## src/rtl/line_feeder.sv

```systemverilog
// line_feeder: MSB-first serial-to-parallel line assembler feeding a show-ahead FIFO; optional pop counter via LINE_FEEDER_COUNT_EN.
// Latency: last bit at edge N, pushed at edge N+1, line visible in cycle N+2. Backpressure: bitReady low while a finished word waits to push.
module line_feeder #(
  parameter int WIDTH = 25,
  parameter int DEPTH = 4
) (
  input  logic                     clk,
  input  logic                     rst,
  input  logic                     bitIn,
  input  logic                     bitValid,
  output logic                     bitReady,
  input  logic                     readLine,
  output logic [WIDTH-1:0]         line,
  output logic                     lineValid,
  output logic                     full,
  output logic [$clog2(DEPTH):0]   count,
  output logic [15:0]              lineCnt
);

  localparam int AW = $clog2(DEPTH);
  localparam int BW = $clog2(WIDTH + 1);
  localparam logic [BW-1:0] LASTBIT = BW'(WIDTH - 1);
  localparam logic [AW:0]   FULLCNT = (AW + 1)'(DEPTH);

  typedef enum logic [1:0] {
    IDLE  = 2'd0,
    SHIFT = 2'd1,
    PUSH  = 2'd2
  } state_t;

  state_t           state, state_nxt;
  logic [BW-1:0]    bitcnt;
  logic [WIDTH-1:0] shreg;
  logic [WIDTH-1:0] mem [DEPTH];
  logic [AW-1:0]    wptr, rptr;
  logic [AW:0]      cnt;
  logic             take, push, pop;

  assign lineValid = (cnt != '0);
  assign full      = (cnt == FULLCNT);
  assign count     = cnt;
  assign pop       = readLine && lineValid;
  assign line      = lineValid ? mem[rptr] : '0;

  always_comb begin
    state_nxt = state;
    bitReady  = 1'b1;
    take      = 1'b0;
    push      = 1'b0;
    case (state)
      IDLE, SHIFT: begin
        take = bitValid;
        if (take) state_nxt = (bitcnt == LASTBIT) ? PUSH : SHIFT;
      end
      PUSH: begin
        bitReady = 1'b0;
        // a pop at the same edge frees the slot this push needs
        push = !full || pop;
        if (push) state_nxt = IDLE;
      end
      default: state_nxt = IDLE;
    endcase
  end

  always_ff @(posedge clk) begin
    if (!rst) begin
      state  <= IDLE;
      bitcnt <= '0;
      shreg  <= '0;
      wptr   <= '0;
      rptr   <= '0;
      cnt    <= '0;
    end else begin
      state <= state_nxt;
      if (take) begin
        shreg  <= {shreg[WIDTH-2:0], bitIn};
        bitcnt <= bitcnt + BW'(1);
      end
      if (push) begin
        bitcnt <= '0;
        wptr   <= wptr + AW'(1);
      end
      if (pop) rptr <= rptr + AW'(1);
      case ({push, pop})
        2'b10:   cnt <= cnt + (AW + 1)'(1);
        2'b01:   cnt <= cnt - (AW + 1)'(1);
        default: cnt <= cnt;
      endcase
    end
  end

  always_ff @(posedge clk) begin
    if (rst && push) mem[wptr] <= shreg;
  end

`ifdef LINE_FEEDER_COUNT_EN
  logic [15:0] lcnt;
  always_ff @(posedge clk) begin
    if (!rst)     lcnt <= 16'h0000;
    else if (pop) lcnt <= lcnt + 16'd1;
  end
  assign lineCnt = lcnt;
`else
  assign lineCnt = 16'h0000;
`endif

endmodule

```

## config.mk

```make
export PLATFORM = sky130hd
export DESIGN_NAME = line_feeder
export DESIGN_NICKNAME = d
export VERILOG_FILES = /design/src/rtl/line_feeder.sv
export SDC_FILE = /design/constraint.sdc
export NUM_CORES = 1
export LEC_CHECK = 0
export ABC_CLOCK_PERIOD_IN_PS = 4500
export CAP_MARGIN = 20
export CORE_UTILIZATION = 45
export CTS_CLUSTER_SIZE = 16
export DETAILED_ROUTE_END_ITERATION = 8
export PLACE_DENSITY = 0.73
export RECOVER_POWER = 50
export SLEW_MARGIN = 15
export SYNTH_ARGS = -nofsm -noshare
export SYNTH_HDL_FRONTEND = slang
export SYNTH_SLANG_ARGS = --single-unit
```

## constraint.sdc

```tcl
create_clock -name clk -period 4.5 [get_ports clk]
set_input_delay 0.675 -clock clk [delete_from_list [all_inputs] [get_ports clk]]
set_output_delay 0.675 -clock clk [all_outputs]
set_load 0.03 [all_outputs]
```

==> results of run 1 <==
## registers in the layout, indices dropped and copies added (netlist names), named ones only
signal	cells
bitcnt	5
count	3
mem	100
rptr	2
shreg	25
state	2
wptr	2
## cells by family after synthesis
group,after synthesis,synth area share
multiplexers,25,0.100
buffers and inverters,44,0.0420
AO/OA/AOI/OAI,35,0.0456
other,1,0.000666
flip-flops,141,0.679
adder cells (fa/ha/maj),7,0.0169
AND/OR/NAND/NOR,116,0.105
XOR/XNOR,7,0.0109
## layout make-up
| cell class | instances | area [sq um] |
|---|---|---|
| fillers | 997 | 5450 |
| flip-flops and latches | 141 | 3820 |
| multi-input cells | 206 | 1630 |
| clock buffers | 22 | 474 |
| repair buffers | 43 | 403 |
| well taps | 168 | 210 |
| clock inverters | 10 | 90.1 |
| inverters | 8 | 30.0 |
## routing by layer
layer  up-vias  part of all wire
met2        85              0.50
met3         8             0.039
met4         0            0.0084
met5         -                 0
li1       1418                 -
met1      1566              0.45
## power by group through the flow
stage / clock [uW] / sequential [uW] / combinational, uW
after floorplan: 0 / 1470 / 618
after global placement: 0 / 1530 / 844
after global routing: 1370 / 1510 / 895
final: 1300 / 1490 / 838
after CTS: 1320 / 1500 / 858
after detailed placement: 0 / 1530 / 855
## metrics by stage
stage               worst slack [ns]  total power (uW)  hold WS [ns]
global placement                1.41              2370         0.482
detailed placement              1.42              2380         0.494
finish                          1.08              3630         0.499
CTS                            0.983              3680         0.500
floorplan                       2.05              2090         0.450
global route                   0.891              3780         0.529
## worst reg2reg max path, cell delays in order, from the launching register on
cell	delay (ns)
dfxtp_1	0.46
or3_1	0.74
and3_4	0.36
inv_1	0.06
fa_1	0.42
nor4b_1	0.34
nand2b_1	0.16
o221ai_1	0.10
and2_1	0.16
## layout by cell type, fill, tap and decap left out, types with 4 or more instances in the layout
master           netlist  layout
edfxtp_1             100     100
nand2_1               55      55
dfxtp_1               41      40
clkdlybuf4s50_1        0      33
and2_1                30      28
mux4_2                25      25
a21boi_0              25      25
clkbuf_16              0      17
conb_1                 1      16
inv_1                  8       8
and3_1                 6       6
nor2_1                 6       6
ha_1                   6       6
buf_4                 18       6
nand2b_1               4       4
xnor2_1                4       4
clkbuf_1              13       4
## cells in the mapped netlist, types with 2 or more instances
library cell and count:
a21boi_0 25, and2_1 30, and3_1 6, buf_1 2
buf_2 3, buf_4 18, clkbuf_1 13, dfxtp_1 41
edfxtp_1 100, ha_1 6, inv_1 8, mux4_2 25
nand2_1 55, nand2b_1 4, nand3_1 2, nand4_1 2
nor2_1 6, nor4b_1 2, o21a_1 2, o21ai_0 3
or3_1 2, xnor2_1 4, xor2_1 3
## worst paths after layout
check | from | endpoint | slack [ns]
max | register | line[2] | 1.08
max reg2reg | count[0]$_SDFFE_PN0P_ | count[2]$_SDFFE_PN0P_ | 1.59
min reg2reg | wptr[1]$_SDFFE_PN0P_ | wptr[1]$_SDFFE_PN0P_ | 0.50
min | wptr[1]$_SDFFE_PN0P_ | wptr[1]$_SDFFE_PN0P_ | 0.50
==> flow_metrics.tcl, run 1 <==
set metrics [dict create \
    p_leak_uw 0.00227 \
    dpl.hpwl_microns 5900 \
    dieArea_sq_um 13000 \
    clock_latency_ns 0.42 \
    cts-root-buf "clkbuf_16" \
    seqPwrFrac 0.411 \
    met3_usage 0.0553 \
    grt_pass1_wl_microns 16300 \
    slowest_stage "dfxtp_2" \
    avgViaCountPerCell 5.15 \
    core_area_sq_um 12100 \
    wire_per_inst_microns 16.6 \
    gp_congestion 0.679 \
    netlist_instances 376 \
    cp.required_ns 3.83 \
    grt_max_degree 30 \
    die_w_microns 114 \
    synth_edf_count 100 \
    areaGrowthSynthToFinish_pct 18.3 \
    status "finished, final reports clean" \
    yosysWarningCount 0 \
    path_cells "mux4_2 -> and2_1 -> clkdlybuf4s50_1" \
    yosys.area.top_type "edfxtp_1" \
    maxSlewHeadroom 0.328 \
    dp.cells 565 \
    cp.depth 3 \
    path_class "reg -> out" \
    grt_setup_unrepaired "no" \
    cts.htree.levels 4 \
    cts_hold_buf 0 \
    worstMarginPinSlew_ns 1.01 \
    cts_tree "done" \
    grt_pass1_vias 3142 \
    drc 0 \
    fin_cells 598 \
    dr.pass1.iters 4 \
    portBuffers 35 \
    clock_sinks 141 \
    drv_cap 0 \
    combinationalPowerShare 0.231 \
    maxSlewViolCount 0 \
    grt-ovfl-total 0 \
    grt_usage 0.172 \
    initial_core_util 0.465 \
    p_clk_frac 0.358 \
    antenna_cells 0 \
    vdd.ir_drop.worst_v 0.000390 \
    crit_fanout 25 \
    holdPathStages 2 \
    placed_area_sq_um 6100 \
    hold_path.class "reg -> reg" \
    path_buf_inv 1 \
    cts_made_buffers 17 \
    yosys_register_bits 141 \
    synthFlopType "edfxtp_1" \
    ys_seq_area_frac 0.679 \
    yosys.cell_types.count 37 \
    ctsResizeCount 0 \
    async_flop_share 0 \
    crit_family "flip-flops" \
    yosysTopAreaCellShare 0.533 \
    cp-end-kind "output port" \
    syn-cell-area_sq_um 5630 \
    finalCritPeriodShare 0.760 \
    fmax_mhz 292 \
    r2r_cells 8 \
    drt_iter0_markers 169 \
    die_y_microns 114 \
    period_needed_ns 3.42 \
    postRouteWirelength_microns 9910 \
    startpoint_type "register" \
    antenna_found_initial 0 \
    cts_buffer_depth 2 \
    post-route-cell-area_sq_um 6660 \
    io_pins 52 \
    worst-endpoint-arrival_ns 2.74 \
    setup_viol 0 \
    ant_nets 0 \
    vias 3077 \
    post-route-util 0.550 \
    cp_slowest_stage_delay_ns 0.94 \
    fin_setup_tns_ns 0 \
    p_per_area_nw_per_um2 546 \
    grt.met2_usage 0.272 \
    post_cts_buffers 0 \
    power.internal_uw 2580 \
    grt_use_met1 0.224 \
    drive_gt1_frac 0.151 \
    p_sw_uw 1050 \
    avgSynthCellArea_sq_um 15.0 \
    p_sw_frac 0.289 \
    synthTopCellsByArea "edfxtp_1 (53%), dfxtp_1 (15%), mux4_2 (10%)" \
    fin_nets 429 \
    finalClockSkew_ns 0.0159 \
    path_clk_slew_ns 0.05 \
    rows 40 \
    top_usage_layer "met2" \
    finalHoldViolations 0 \
]
No activity file was read; power rests on OpenSTA's default activity.
==> run 2: changes to the inputs <==
--- a/config.mk
+++ b/config.mk
@@ -5,7 +5,7 @@
 export SDC_FILE = /design/constraint.sdc
 export NUM_CORES = 1
 export LEC_CHECK = 0
-export ABC_CLOCK_PERIOD_IN_PS = 4500
+export ABC_CLOCK_PERIOD_IN_PS = 3500
 export CAP_MARGIN = 20
 export CORE_UTILIZATION = 45
 export CTS_CLUSTER_SIZE = 16
==> constraint.sdc (replaced) <==
create_clock -name clk -period 3.5 [get_ports clk]
set_input_delay 0.525 -clock clk [delete_from_list [all_inputs] [get_ports clk]]
set_output_delay 0.525 -clock clk [all_outputs]
set_load 0.03 [all_outputs]
==> flow_metrics.tcl, run 2 (same netlist as run 1, synthesis figures left out) <==
set metrics [dict create \
    die_w_microns 114 \
    grt_max_degree 30 \
    dpl.hpwl_microns 5530 \
    areaGrowthSynthToFinish_pct 19.8 \
    grt_pass1_wl_microns 16000 \
    wire_per_inst_microns 16.6 \
    clock_sinks 141 \
    fin_ws_ns 0.659 \
    maxSlewViolCount 0 \
    core_area_sq_um 12100 \
    path_clk_slew_ns 0.06 \
    cts_tree "done" \
    crit_family "buffers and inverters" \
    fillerInstances 968 \
    slowest_stage "clkdlybuf4s50_1" \
    holdPathStages 2 \
    antenna_found_initial 0 \
    startpoint_type "register" \
    grt_pass1_vias 3041 \
    cts-root-buf "clkbuf_16" \
    cts_made_buffers 17 \
    dieArea_sq_um 13000 \
    largest_reg_flops 100 \
    crit_fanout 24 \
    post-route-util 0.557 \
    postRouteWirelength_microns 9970 \
    grt_usage 0.170 \
    fin_nets 433 \
    drv_cap 0 \
    finalClockSkew_ns 0.00889 \
    pre_cts_ws_ns 0.801 \
    rows 40 \
    cts.htree.levels 4 \
    ant_nets 0 \
    cp.depth 4 \
    drc 0 \
    post_cts_buffers 0 \
    grt_setup_unrepaired "no" \
    hold_path.class "reg -> reg" \
    fin_cells 602 \
    seqPwrFrac 0.379 \
    cts_buffer_depth 2 \
    drive_gt1_frac 0.161 \
    p_clk_frac 0.376 \
    grt-ovfl-total 0 \
    fin_setup_tns_ns 0 \
    p_per_area_nw_per_um2 722 \
    cp-end-kind "output port" \
    power.internal_uw 3460 \
    cp_slowest_stage_delay_ns 0.59 \
    p_leak_uw 0.00231 \
    setup_viol 0 \
    vias 3053 \
    worst-endpoint-arrival_ns 2.32 \
    largestRegisters "mem: 100 flops, shreg: 25 flops, bitcnt: 5 flops" \
    path_cells "buf_12 -> mux4_2 -> and2_1 -> clkdlybuf4s50_1" \
    worstMarginPinSlew_ns 1.01 \
    antenna_cells 0 \
    finalCritPeriodShare 0.812 \
    path_class "reg -> out" \
    r2r_cells 9 \
    p_sw_frac 0.290 \
    cp.required_ns 2.97 \
    io_pins 52 \
    maxSlewHeadroom 0.324 \
    combinationalPowerShare 0.245 \
    fmax_mhz 352 \
    max_flop_register "mem" \
    layout_commonest_cell "edfxtp_1" \
    clock_latency_ns 0.41 \
    finalHoldViolations 0 \
    status "finished, final reports clean" \
    dr.pass1.iters 4 \
    drt_iter0_markers 165 \
    gp_congestion 0.755 \
    vdd.ir_drop.worst_v 0.000366 \
    final_cell_mix "edfxtp_1 (100), nand2_1 (55), dfxtp_1 (40)" \
    die_y_microns 114 \
    initial_core_util 0.465 \
    avgViaCountPerCell 5.07 \
    path_buf_inv 2 \
    cts_hold_buf 0 \
    dp.cells 570 \
    ctsResizeCount 0 \
    portBuffers 35 \
    period_needed_ns 2.84 \
    p_sw_uw 1410 \
]
run 2: final cells by class:
class                   count  area [sq um]  area share
clock inverters            14           181      0.0269
inverters                   8          30.0     0.00445
flip-flops and latches    141          3820       0.567
repair buffers             47           445      0.0660
clock buffers              18           429      0.0636
well taps                 168           210      0.0312
multi-input cells         206          1630       0.241
run 2: per-layer routing:
layer / global-route usage / wire (microns) / share of wire / vias up
met5: 0 / 0 / 0 / -
met4: 0.0788 / 137 / 0.014 / 0
met3: 0.0420 / 459 / 0.046 / 11
met2: 0.287 / 5080 / 0.51 / 90
met1: 0.206 / 4290 / 0.43 / 1530
li1: - / - / - / 1422
run 2: path summary, 6_finish.rpt:
kind	start	to	slack, ns
max	register	line[1]	0.66
min	bitcnt[1]$_SDFFE_PP0P_	bitcnt[1]$_SDFFE_PP0P_	0.51
max reg2reg	count[0]$_SDFFE_PN0P_	count[2]$_SDFFE_PN0P_	1.02
min reg2reg	bitcnt[1]$_SDFFE_PP0P_	bitcnt[1]$_SDFFE_PP0P_	0.51
run 2: worst reg2reg max path: cells and delay by family, from the launching register on:
kind	cells	cell delay, ns
fa+ha+maj	1	0.41
flops	1	0.48
simple gates	5	1.07
compound gates	1	0.11
buf+inv	2	0.31
run 2: through the flow:
stage	hold slack, ns	instance area, sq um	power (uW)
final	0.507	6750	4870
after global routing	0.531	6750	5070
after CTS	0.502	6760	4930
after detailed placement	0.491	6150	3100
after global placement	0.475	6150	3090
after floorplan	0.450	5690	2690
run 2: power groups by stage:
stage,logic [uW],registers (uW),clock network (uW)
6_report,1190,1850,1830
5_1_grt,1290,1850,1930
4_1_cts,1230,1840,1860
3_5_place_dp,1220,1880,0
3_3_place_gp,1210,1880,0
2_1_floorplan,795,1890,0
